**src/rtl/fetch_sequencer.sv**
```systemverilog
// Instruction fetch sequencer: PC -> IM request/ack -> buffered word to ID (valid/ready).
// Define FETCH_SKID_EN for a 2-entry output FIFO that allows one fetch per cycle.
module fetch_sequencer #(
  parameter logic [31:0] RESET_PC = 32'h0000_0000,
  parameter int unsigned TIMEOUT  = 16
) (
  input  logic        clk,
  input  logic        reset,
  output logic        im_req,
  output logic [31:0] im_addr,
  input  logic        im_ack,
  input  logic [31:0] im_rdata,
  output logic        inst_valid,
  output logic [31:0] inst_out,
  output logic [31:0] inst_pc,
  input  logic        id_ready,
  input  logic        redirect,
  input  logic [31:0] redirect_pc,
  input  logic        halt,
  output logic        fetch_err
);

  typedef enum logic [1:0] {
    IDLE = 2'd0,
    REQ  = 2'd1,
    WAIT = 2'd2,
    ERR  = 2'd3
  } state_e;

  localparam logic [31:0] RESET_PC_C = {RESET_PC[31:2], 2'b00};
  localparam logic [7:0]  TIMEOUT_C  = 8'(TIMEOUT);

  state_e      state_q, state_d;
  logic [31:0] pc_q, pc_d;
  logic [31:0] tgt_q, tgt_d;
  logic        drop_q, drop_d;
  logic [7:0]  wait_cnt_q, wait_cnt_d;
  logic        im_req_q, im_req_d;
  logic        inst_valid_q, inst_valid_d;
  logic [31:0] inst_out_q, inst_out_d;
  logic [31:0] inst_pc_q, inst_pc_d;
  logic        fetch_err_q, fetch_err_d;
`ifdef FETCH_SKID_EN
  logic        skid_valid_q, skid_valid_d;
  logic [31:0] skid_out_q, skid_out_d;
  logic [31:0] skid_pc_q, skid_pc_d;
`endif

  logic        load_s;
  logic        flush_s;
  logic        pop_s;
  logic        free_s;
  logic [31:0] redir_pc_s;
  logic [7:0]  cnt_inc_s;
  logic        unused_s;

  assign redir_pc_s = {redirect_pc[31:2], 2'b00};
  assign cnt_inc_s  = wait_cnt_q + 8'd1;
  assign pop_s      = inst_valid_q & id_ready;
  assign unused_s   = ^redirect_pc[1:0];

  assign im_req     = im_req_q;
  assign im_addr    = pc_q;
  assign inst_valid = inst_valid_q;
  assign inst_out   = inst_out_q;
  assign inst_pc    = inst_pc_q;
  assign fetch_err  = fetch_err_q;

  // Next-state, pc/redirect handling, output buffer update and request decode
  always_comb begin
    state_d      = state_q;
    pc_d         = pc_q;
    tgt_d        = tgt_q;
    drop_d       = drop_q;
    wait_cnt_d   = wait_cnt_q;
    fetch_err_d  = fetch_err_q;
    inst_valid_d = inst_valid_q;
    inst_out_d   = inst_out_q;
    inst_pc_d    = inst_pc_q;
`ifdef FETCH_SKID_EN
    skid_valid_d = skid_valid_q;
    skid_out_d   = skid_out_q;
    skid_pc_d    = skid_pc_q;
`endif
    load_s       = 1'b0;
    flush_s      = 1'b0;
    free_s       = 1'b0;

    // A redirect against an outstanding request parks the target until the stale ack returns
    case (state_q)
      IDLE, WAIT: begin
        if (redirect) begin
          pc_d    = redir_pc_s;
          flush_s = 1'b1;
        end else begin
          flush_s = 1'b0;
        end
      end
      REQ: begin
        if (im_ack) begin
          wait_cnt_d = 8'd0;
          drop_d     = 1'b0;
          if (redirect) begin
            pc_d    = redir_pc_s;
            flush_s = 1'b1;
          end else if (drop_q) begin
            pc_d = tgt_q;
          end else begin
            load_s = 1'b1;
            pc_d   = pc_q + 32'd4;
          end
        end else begin
          wait_cnt_d = cnt_inc_s;
          if (redirect) begin
            drop_d  = 1'b1;
            tgt_d   = redir_pc_s;
            flush_s = 1'b1;
          end else begin
            drop_d = drop_q;
          end
        end
      end
      ERR: begin
        fetch_err_d = 1'b1;
      end
      default: begin
        pc_d = pc_q;
      end
    endcase

`ifdef FETCH_SKID_EN
    if (flush_s) begin
      inst_valid_d = 1'b0;
      skid_valid_d = 1'b0;
    end else if (pop_s && skid_valid_q) begin
      inst_valid_d = 1'b1;
      inst_out_d   = skid_out_q;
      inst_pc_d    = skid_pc_q;
      skid_valid_d = load_s;
      if (load_s) begin
        skid_out_d = im_rdata;
        skid_pc_d  = pc_q;
      end else begin
        skid_out_d = skid_out_q;
      end
    end else if (pop_s || !inst_valid_q) begin
      inst_valid_d = load_s;
      if (load_s) begin
        inst_out_d = im_rdata;
        inst_pc_d  = pc_q;
      end else begin
        inst_out_d = inst_out_q;
      end
    end else begin
      skid_valid_d = skid_valid_q | load_s;
      if (load_s) begin
        skid_out_d = im_rdata;
        skid_pc_d  = pc_q;
      end else begin
        skid_out_d = skid_out_q;
      end
    end
    free_s = ~(inst_valid_d & skid_valid_d);
`else
    if (flush_s) begin
      inst_valid_d = 1'b0;
    end else if (load_s) begin
      inst_valid_d = 1'b1;
      inst_out_d   = im_rdata;
      inst_pc_d    = pc_q;
    end else if (pop_s) begin
      inst_valid_d = 1'b0;
    end else begin
      inst_valid_d = inst_valid_q;
    end
    free_s = ~inst_valid_d;
`endif

    case (state_q)
      IDLE, WAIT: begin
        if (!halt && free_s) begin
          state_d = REQ;
        end else begin
          state_d = state_q;
        end
      end
      REQ: begin
        if (im_ack) begin
          if (!free_s) begin
            state_d = WAIT;
          end else if (halt) begin
            state_d = IDLE;
          end else begin
            state_d = REQ;
          end
        end else if (cnt_inc_s == TIMEOUT_C) begin
          state_d     = ERR;
          fetch_err_d = 1'b1;
        end else begin
          state_d = REQ;
        end
      end
      ERR: begin
        state_d = ERR;
      end
      default: begin
        state_d = IDLE;
      end
    endcase

    im_req_d = (state_d == REQ);
  end

  // State and datapath registers
  always_ff @(posedge clk or negedge reset) begin
    if (!reset) begin
      state_q      <= IDLE;
      pc_q         <= RESET_PC_C;
      tgt_q        <= 32'd0;
      drop_q       <= 1'b0;
      wait_cnt_q   <= 8'd0;
      im_req_q     <= 1'b0;
      inst_valid_q <= 1'b0;
      inst_out_q   <= 32'd0;
      inst_pc_q    <= 32'd0;
      fetch_err_q  <= 1'b0;
`ifdef FETCH_SKID_EN
      skid_valid_q <= 1'b0;
      skid_out_q   <= 32'd0;
      skid_pc_q    <= 32'd0;
`endif
    end else begin
      state_q      <= state_d;
      pc_q         <= pc_d;
      tgt_q        <= tgt_d;
      drop_q       <= drop_d;
      wait_cnt_q   <= wait_cnt_d;
      im_req_q     <= im_req_d;
      inst_valid_q <= inst_valid_d;
      inst_out_q   <= inst_out_d;
      inst_pc_q    <= inst_pc_d;
      fetch_err_q  <= fetch_err_d;
`ifdef FETCH_SKID_EN
      skid_valid_q <= skid_valid_d;
      skid_out_q   <= skid_out_d;
      skid_pc_q    <= skid_pc_d;
`endif
    end
  end

endmodule

```
**config.mk**
```make
export PLATFORM = sky130hd
export DESIGN_NAME = fetch_sequencer
export DESIGN_NICKNAME = d
export VERILOG_FILES = /design/src/rtl/fetch_sequencer.sv
export SDC_FILE = /design/constraint.sdc
export NUM_CORES = 1
export LEC_CHECK = 0
export ABC_AREA = 1
export BUFFER_PORTS_ARGS = -buffer_cell sky130_fd_sc_hd__buf_2
export CAP_MARGIN = 20
export CELL_PAD_IN_SITES_DETAIL_PLACEMENT = 1
export CELL_PAD_IN_SITES_GLOBAL_PLACEMENT = 1
export CORE_MARGIN = 2
export CORE_UTILIZATION = 25
export DETAILED_ROUTE_END_ITERATION = 8
export PLACE_DENSITY_LB_ADDON = 0.12
export SETUP_SLACK_MARGIN = 0.02
export SYNTH_ARGS = -nofsm -noshare
export SYNTH_HDL_FRONTEND = slang
export SYNTH_SLANG_ARGS = --single-unit
```
**constraint.sdc**
```tcl
create_clock -name clk -period 1.9 [get_ports clk]
set_input_delay 0.285 -clock clk [delete_from_list [all_inputs] [get_ports clk]]
set_output_delay 0.285 -clock clk [all_outputs]
set_load 0.05 [all_outputs]
```
### Word-level counts from Yosys, hierarchy flattened

Cells that the tools add are included.

| storage, ports and cells | value |
|---|---|
| register bits | 140 |
| output and inout bits | 99 |
| logic and storage cells | 61 |

| cells by class | value |
|---|---|
| eq/ne operators | 7 |
| muxes and demuxes | 27 |
| bitwise gates (word level) | 4 |
| add/sub/neg operators | 2 |
| reduce and logical (&&, ||, !) cells | 11 |

Operator list:

| kind | count |
|---|---|
| 32-bit 2-to-1 mux | 4 |
| 32-bit one-hot mux with 2 select lines | 1 |
| 32-bit by 3-bit adder with 32-bit output, second input constant | 1 |
| 1-bit 2-to-1 mux | 16 |
| 8-bit by 1-bit adder with 8-bit output, second input constant | 1 |
| 8-bit by 5-bit == test with 1-bit output, second input constant | 1 |
| 2-bit 2-to-1 mux | 4 |
| 8-bit 2-to-1 mux | 1 |
| 2-bit one-hot mux with 3 select lines | 1 |
| 3-bit AND reduction | 2 |
| 2-bit by 1-bit == test with 1-bit output, second input constant | 2 |
| 2-bit == test, second input constant | 2 |
| 2-bit inequality test, second input constant | 2 |
| 2-bit AND reduction | 2 |
| 2-bit nonzero test | 2 |
| 1-bit inverter | 3 |
| 3-bit OR reduction | 1 |
| 2-bit zero test | 1 |
| 2-bit OR reduction | 1 |
| 1-bit AND | 1 |
| 1-bit logical AND | 1 |
| 1-bit zero test | 1 |

### Logic depth before layout (Yosys ltp)

Gate-level depths: netlist (run 1).

| depth | value |
|---|---|
| word-level depth | 11 |
| gate-level depth with buffers | 11 |
| depth with buffers taken out | 11 |

### Worst setup path after synthesis (run 1)

No wires, ideal clock.

| path | value |
|---|---|
| path type | register to register |
| from | register pc_q[3], in the netlist im_addr[3] |
| to | register pc_q[18], in the netlist im_addr[18] |
| required time | 1.834 ns |
| stages on the path, launching flop included | 12 |
| library setup time | 0.066 ns |
| slack | -0.049 ns |
| period minus slack after synthesis | 1.949 ns |
| arrival | 1.882 ns |
| buffers on the path | 0 |
| cell sequence | dfrtp_1 > ha_1 > nand2_1 > nor2_2 > nand2_1 > nor2_4 > nand2_1 > nand2_1 > nand2_1 > o21ai_0 > nand2_1 > nand2_1 |

| between the ends | value |
|---|---|
| word-level cells in the longest chain between the ends | 5 |

Ends and longest elaborated chain:

| item | line | text |
|---|---|---|
| from (decl) | 34 | `logic [31:0] pc_q, pc_d;` |
| from (signal assigned) | 234 | `pc_q <= pc_d;` |
| 32-bit by 3-bit adder with 32-bit output | 110 | `pc_d = pc_q + 32'd4;` |
| 32-bit 2-to-1 mux | 106 | `end else if (drop_q) begin` |
| 32-bit 2-to-1 mux | 103 | `if (redirect) begin` |
| 32-bit 2-to-1 mux | 100 | `if (im_ack) begin` |
| 32-bit one-hot mux with 2 select lines | 90 | `case (state_q)` |

Every way passes these cells. The select of a mux whose other input is x is not followed.
A chain may end at the register's enable or synchronous reset.

### Worst setup path in the final report (run 1)

| path | value |
|---|---|
| from | register pc_q[8], in the netlist im_addr[8] |
| to | register pc_q[19], in the netlist im_addr[19] |

Same word-level chain as after synthesis.

==> impl_metrics.tcl, run 1 <==
set metrics [dict create \
    layout_commonest_cell "nand2_1" \
    drt_pass1_iterations 4 \
    grt_pass1_wl_um 35700 \
    row_count 59 \
    ios 169 \
    syn2layout_area_growth_pct 30.2 \
    routed_wl_um 22600 \
    grt-ovfl-total 0 \
    postRouteAntennaNets 0 \
    cts_buffers 17 \
    ctsRootBufferMaster "clkbuf_16" \
    cp_max_fo 5 \
    synth-seq-cells 136 \
    path_class "flop to flop" \
    dieHeight_um 168 \
    place_congestion 0.795 \
    synthesis.instances 817 \
    num_vias 6030 \
    utilization 0.334 \
    yosysSeqAreaShare 0.507 \
    fin_crit_sh 0.911 \
    setup_viol 0 \
    fin_worst_skew_ns 0.0175 \
    clkTransAtPathRegs_ns 0.07 \
    max_cap_viol_count 0 \
    slew_violations 0 \
    yosys_warnings 0 \
    drc_errors 0 \
    drt-initial-drc-count 316 \
    finalSetupTns_ns 0 \
    ir_worst_vdd_mv 0.805 \
    placedInstanceArea_sq_um 8120 \
    cts_tree "yes" \
    endpoint_kind "flop" \
    yosys.area.top_type "dfrtp_1" \
    grt_pass1_vias 6295 \
    p_leak_uw 0.00442 \
    timing.fmax_ghz 0.578 \
    rsz0062_at_grt "false" \
    synth.distinct_cells 28 \
    grt_max_degree 50 \
    initial_core_util 0.256 \
    power.density_nw_per_um2 2030 \
    die_area_sq_um 28200 \
    htreeDepth 4 \
    min_period_ns 1.73 \
    drive_above_1_share 0.286 \
    final_cell_mix "nand2_1, buf_2, dfrtp_1" \
    antenna_found_initial 3 \
    numPortBuffers 162 \
    cp.arrival_ns 2.08 \
    synth_area_sq_um 6720 \
    crit_path_start_kind "flop" \
    routed_via_density 4.49 \
    cts_max_path_buffers 2 \
    cts.sinks 136 \
    status "completed" \
    die_w_um 168 \
    required_ns 2.25 \
    design_area_sq_um 8750 \
    postSynthAreaPerCell_sq_um 8.22 \
    wl_per_cell_um 16.8 \
    grt_usage 0.164 \
    core_area_sq_um 26200 \
    hold_viol 0 \
    fin_nets 1070 \
    hold_path.class "input port to flop" \
    synth_top_area_frac 0.507 \
    dp_hpwl_um 16600 \
    clock_latency_ns 0.43 \
    yosys-top-cells-area "dfrtp_1, nand2_1, mux2_2, nor2_1, o21ai_0" \
]
## path summary, 6_finish.rpt
kind | startpoint | slack, ns | end | depth (start not counted)
setup / recovery | im_addr[8]$_DFFE_PN0P_ | 0.17 | im_addr[19]$_DFFE_PN0P_ | 9
hold / removal | im_rdata[27] | 0.09 | inst_out[27]$_DFFE_PN0P_ | 2
setup reg to reg | im_addr[8]$_DFFE_PN0P_ | 0.17 | im_addr[19]$_DFFE_PN0P_ | 9
hold reg to reg | fetch_err$_DFF_PN0_ | 0.47 | fetch_err$_DFF_PN0_ | 1
max in group asynchronous | reset | 0.98 | im_addr[17]$_DFFE_PN0P_ | 3
min in group asynchronous | reset | 0.32 | tgt_q[11]$_DFFE_PN0P_ | 2
## routing by layer
layer,up-vias,part of all wire,track usage
met1,2912,0.48,0.219
met2,127,0.46,0.264
met5,-,0.0015,0
met3,15,0.052,0.0444
met4,4,0.0087,0.0408
li1,2972,-,-
## kinds of logic after synthesis
logic type               Yosys count  synth area share
AO/OA/AOI/OAI                    145             0.113
adder cells (fa/ha/maj)            3           0.00559
other                              1          0.000558
flip-flops                       136             0.507
multiplexers                      43            0.0721
XOR/XNOR                           8            0.0104
AND/OR/NAND/NOR                  354             0.216
buffers and inverters            127            0.0758
## synth_stat cells
master / count
o21ai_0: 73
o22ai_1: 3
ha_1: 3
nand2_2: 2
o21a_1: 1
or2_2: 3
nand4_1: 3
nor2_4: 3
mux2_2: 43
nand3_1: 43
nand3_2: 2
o21ai_1: 26
a22oi_1: 2
o211ai_1: 5
inv_1: 90
nand3b_1: 2
clkbuf_1: 15
dfrtp_1: 136
xor2_1: 8
nor2_1: 106
buf_4: 4
buf_1: 4
nand2_1: 189
nor2_2: 1
a22o_1: 3
a21oi_1: 32
conb_1: 1
buf_2: 14
## registers in the layout, indices dropped and copies added (netlist names)
signal      count
drop_q          1
fetch_err       1
inst_pc        30
im_addr        30
inst_valid      1
tgt_q          30
state_q         2
wait_cnt_q      8
inst_out       32
im_req          1
## power by group
part / total (uW) / switching [uW] / internal, uW
clock: 3220 / 1360 / 1860
sequential: 5360 / 1080 / 4270
combinational: 9140 / 6670 / 2470
## layout make-up
class,instances,area [sq um]
Multi-Input combinational cell,557,2840
Clock inverter,11,100
Antenna cell,1,2.50
Inverter,90,342
Clock buffer,19,453
Timing Repair Buffer,195,1180
Tap cell,335,419
Sequential cell,136,3410
Fill cell,3150,17500
## per-stage QoR
| step | setup slack, ns | hold WS, ns | power, uW | std cells |
|---|---|---|---|---|
| final | 0.169 | 0.0891 | 17700 | 1344 |
| after global routing | 0.0285 | 0.0703 | 18900 | 1343 |
| after CTS | 0.0599 | 0.0682 | 17900 | 1340 |
| after detailed placement | 0.0865 | 0.211 | 14600 | 1309 |
| after global placement | 0.0485 | 0.217 | 14500 | 1309 |
| after floorplan | 0.119 | -0.0106 | 11700 | 820 |
## critical path, cell delays in order (launching register included)
cell,delay (ns)
dfrtp_1,0.43
nand2_1,0.14
nor2_2,0.19
buf_4,0.14
nand3_1,0.21
o21ai_0,0.23
nand2_1,0.09
nand2_1,0.06
nand2_1,0.05
a21oi_1,0.11
## repair_timing
| action | CTS | global route |
|---|---|---|
| setup endpoints to repair | 0 | 10 |
| endpoints found under the hold margin | 28 | 0 |
| buffers inserted | 0 | 3 |
| resized for setup | 0 | 8 |
| hold buffers | 1 | 0 |
Note: power is estimated with default switching activity, not from simulation.
==> run 2, diff against run 1 <==
ABC_AREA = 0   (was 1)
==> run 2 against run 1 <==
Fmax fell by 3.7%; final cell count fell by 8.2%; hold slack got worse by 0.038 ns; synthesized area fell by 3.1%; combinational power fell by 37%; global-route usage barely moved; core utilization rose by 0.63 points.
==> impl_metrics.tcl, run 2 <==
set metrics [dict create \
    num_vias 5780 \
    yosys-top-cells-area "dfrtp_1, nand2_1, mux2_2, a21oi_1, o21ai_0" \
    slew_violations 0 \
    setup_viol 0 \
    required_ns 2.26 \
    routed_wl_um 21700 \
    postSynthAreaPerCell_sq_um 9.50 \
    numPortBuffers 162 \
    yosys_warnings 0 \
    core_area_sq_um 25800 \
    fin_crit_sh 0.946 \
    wl_per_cell_um 17.6 \
    diodes 0 \
    yosys.area.top_type "dfrtp_1" \
    min_period_ns 1.80 \
    syn2layout_area_growth_pct 35.0 \
    yosys_most_used_dff "dfrtp_1" \
    cts_buffers 17 \
    drc_errors 0 \
    dp_slack_ns 0.0274 \
    antenna_found_initial 0 \
    drive_above_1_share 0.368 \
    cp_max_fo 5 \
    synthesis.instances 685 \
    max_cap_viol_count 0 \
    ios 169 \
    synth_area_sq_um 6510 \
    cp.arrival_ns 2.16 \
    grt_pass1_wl_um 34000 \
    yosysSeqAreaShare 0.523 \
    r2r_start "wait_cnt_q[0]$_DFFE_PN0P_" \
    synth_edf_count 0 \
    relSlewSlack 0.641 \
    path_class "flop to flop" \
    grt-ovfl-total 0 \
    postRouteAntennaNets 0 \
    dp_hpwl_um 15700 \
    synth-seq-cells 136 \
    largest_reg_flops 32 \
    clock_latency_ns 0.43 \
    row_count 59 \
    worstMarginPinSlew_ns 0.538 \
    synth.top_cells.by_count "nand2_1, dfrtp_1, nor2_1" \
    rsz0062_at_grt "true" \
    die_area_sq_um 27300 \
    hp-start "im_rdata[15]" \
    place_congestion 0.739 \
    grt_pass1_vias 6012 \
    timing.fmax_ghz 0.556 \
    ir_worst_vdd_mv 0.689 \
    fin_hold_ws_ns 0.0508 \
    grt_max_degree 50 \
    hold_path_depth 3 \
    routed_via_density 4.68 \
    endpoint_kind "flop" \
    clkTransAtPathRegs_ns 0.06 \
    ctsRootBufferMaster "clkbuf_16" \
    cts_tree "yes" \
    instances_no_fill 1234 \
    hold_viol 0 \
    crit_path_start_kind "flop" \
    reg2reg_depth 6 \
    cts_max_path_buffers 2 \
    p_leak_uw 0.00437 \
    drt-initial-drc-count 264 \
    dieHeight_um 165 \
    status "completed" \
    htreeDepth 4 \
    hold_path.class "input port to flop" \
    synthArstFlopShare 1.00 \
    drt_pass1_iterations 4 \
    placed_cells 1197 \
    fin_worst_skew_ns 0.0128 \
    crit_start "wait_cnt_q[0]$_DFFE_PN0P_" \
    cts.sinks 136 \
    layout_commonest_cell "nand2_1" \
    synth_top_area_frac 0.523 \
    finalSetupTns_ns 0 \
    fin_nets 959 \
    die_w_um 165 \
    synth.distinct_cells 57 \
    power.density_nw_per_um2 1580 \
    yosysMostFrequentCell "nand2_1" \
    final_cell_mix "nand2_1, buf_2, dfrtp_1" \
    initial_core_util 0.252 \
    setup_ws_ns 0.103 \
    grt_usage 0.163 \
]
## run 2: cell count changes in the layout (fill, tap and decap cells not counted), sizes merged, moves of 10 or more
cell,delta
nand3,-23
nand2,+28
nor3,+10
mux2i,+10
buf,+30
inv,-79
mux2,-13
nor2,-79
xnor2,+13
o21ai,-74
## run 2: power by group
part	internal (uW)	switching, uW
clock network	2080	1370
registers	3900	774
logic	1650	4110
total	7630	6260
## run 2: cell type report
cell class	count	area, sq um
fillers	3039	17100
flip-flops and latches	136	3430
multi-input cells	498	2930
repair buffers	225	1370
clock buffers	19	433
well taps	335	419
clock inverters	13	171
inverters	8	30.0
## run 2: worst max-delay path: stages (launching register included)
cell and delay [ns]:
dfrtp_1 0.43, ha_1 0.25, nor2b_1 0.15, or3_1 0.37, a2111o_1 0.34, nand2_1 0.10
or2_2 0.10
## run 2: path summary, 6_finish.rpt
kind | to | slack (ns)
worst min register to register | inst_pc[12]$_DFFE_PN0P_ | 0.47
max in group asynchronous | im_addr[2]$_DFFE_PN0P_ | 0.85
worst min-delay path | inst_out[15]$_DFFE_PN0P_ | 0.05
worst max register to register | fetch_err$_DFF_PN0_ | 0.10
worst max-delay path | fetch_err$_DFF_PN0_ | 0.10
min in group asynchronous | inst_out[22]$_DFFE_PN0P_ | 0.38
## run 2: per-layer routing
layer / wire length, um / track usage / part of all wire / vias up
li1: - / - / - / 2743
met1: 9960 / 0.216 / 0.46 / 2925
met2: 10700 / 0.273 / 0.49 / 99
met3: 923 / 0.0360 / 0.042 / 13
met4: 172 / 0.0384 / 0.0079 / 0
met5: 0 / 0 / 0 / -
## run 2: logic make-up after synthesis
family / share of synthesized area
xor gates and xnor gates: 0.0336
DFF: 0.523
buffers and inverters: 0.0398
muxes: 0.0673
other: 0.000576
adders and majority gates: 0.00577
AOI/OAI and AO/OA: 0.104
and+or+nand+nor: 0.226
## run 2: metrics by stage
| step | power, uW | instance area (sq um) | util |
|---|---|---|---|
| 2_1_floorplan | 8610 | 6600 | - |
| 3_3_place_gp | 10300 | 8130 | 0.315 |
| 3_5_place_dp | 10500 | 8130 | 0.315 |
| 4_1_cts | 14000 | 8750 | 0.339 |
| 5_1_grt | 14700 | 8780 | 0.340 |
| 6_report | 13900 | 8780 | 0.340 |
## run 2: repair_timing
action	4_1_cts	5_1_grt
hold buffers	1	0
hold endpoints to repair	44	0
setup buffers	0	4
endpoints found under the setup margin	0	9
gates resized for setup	0	3
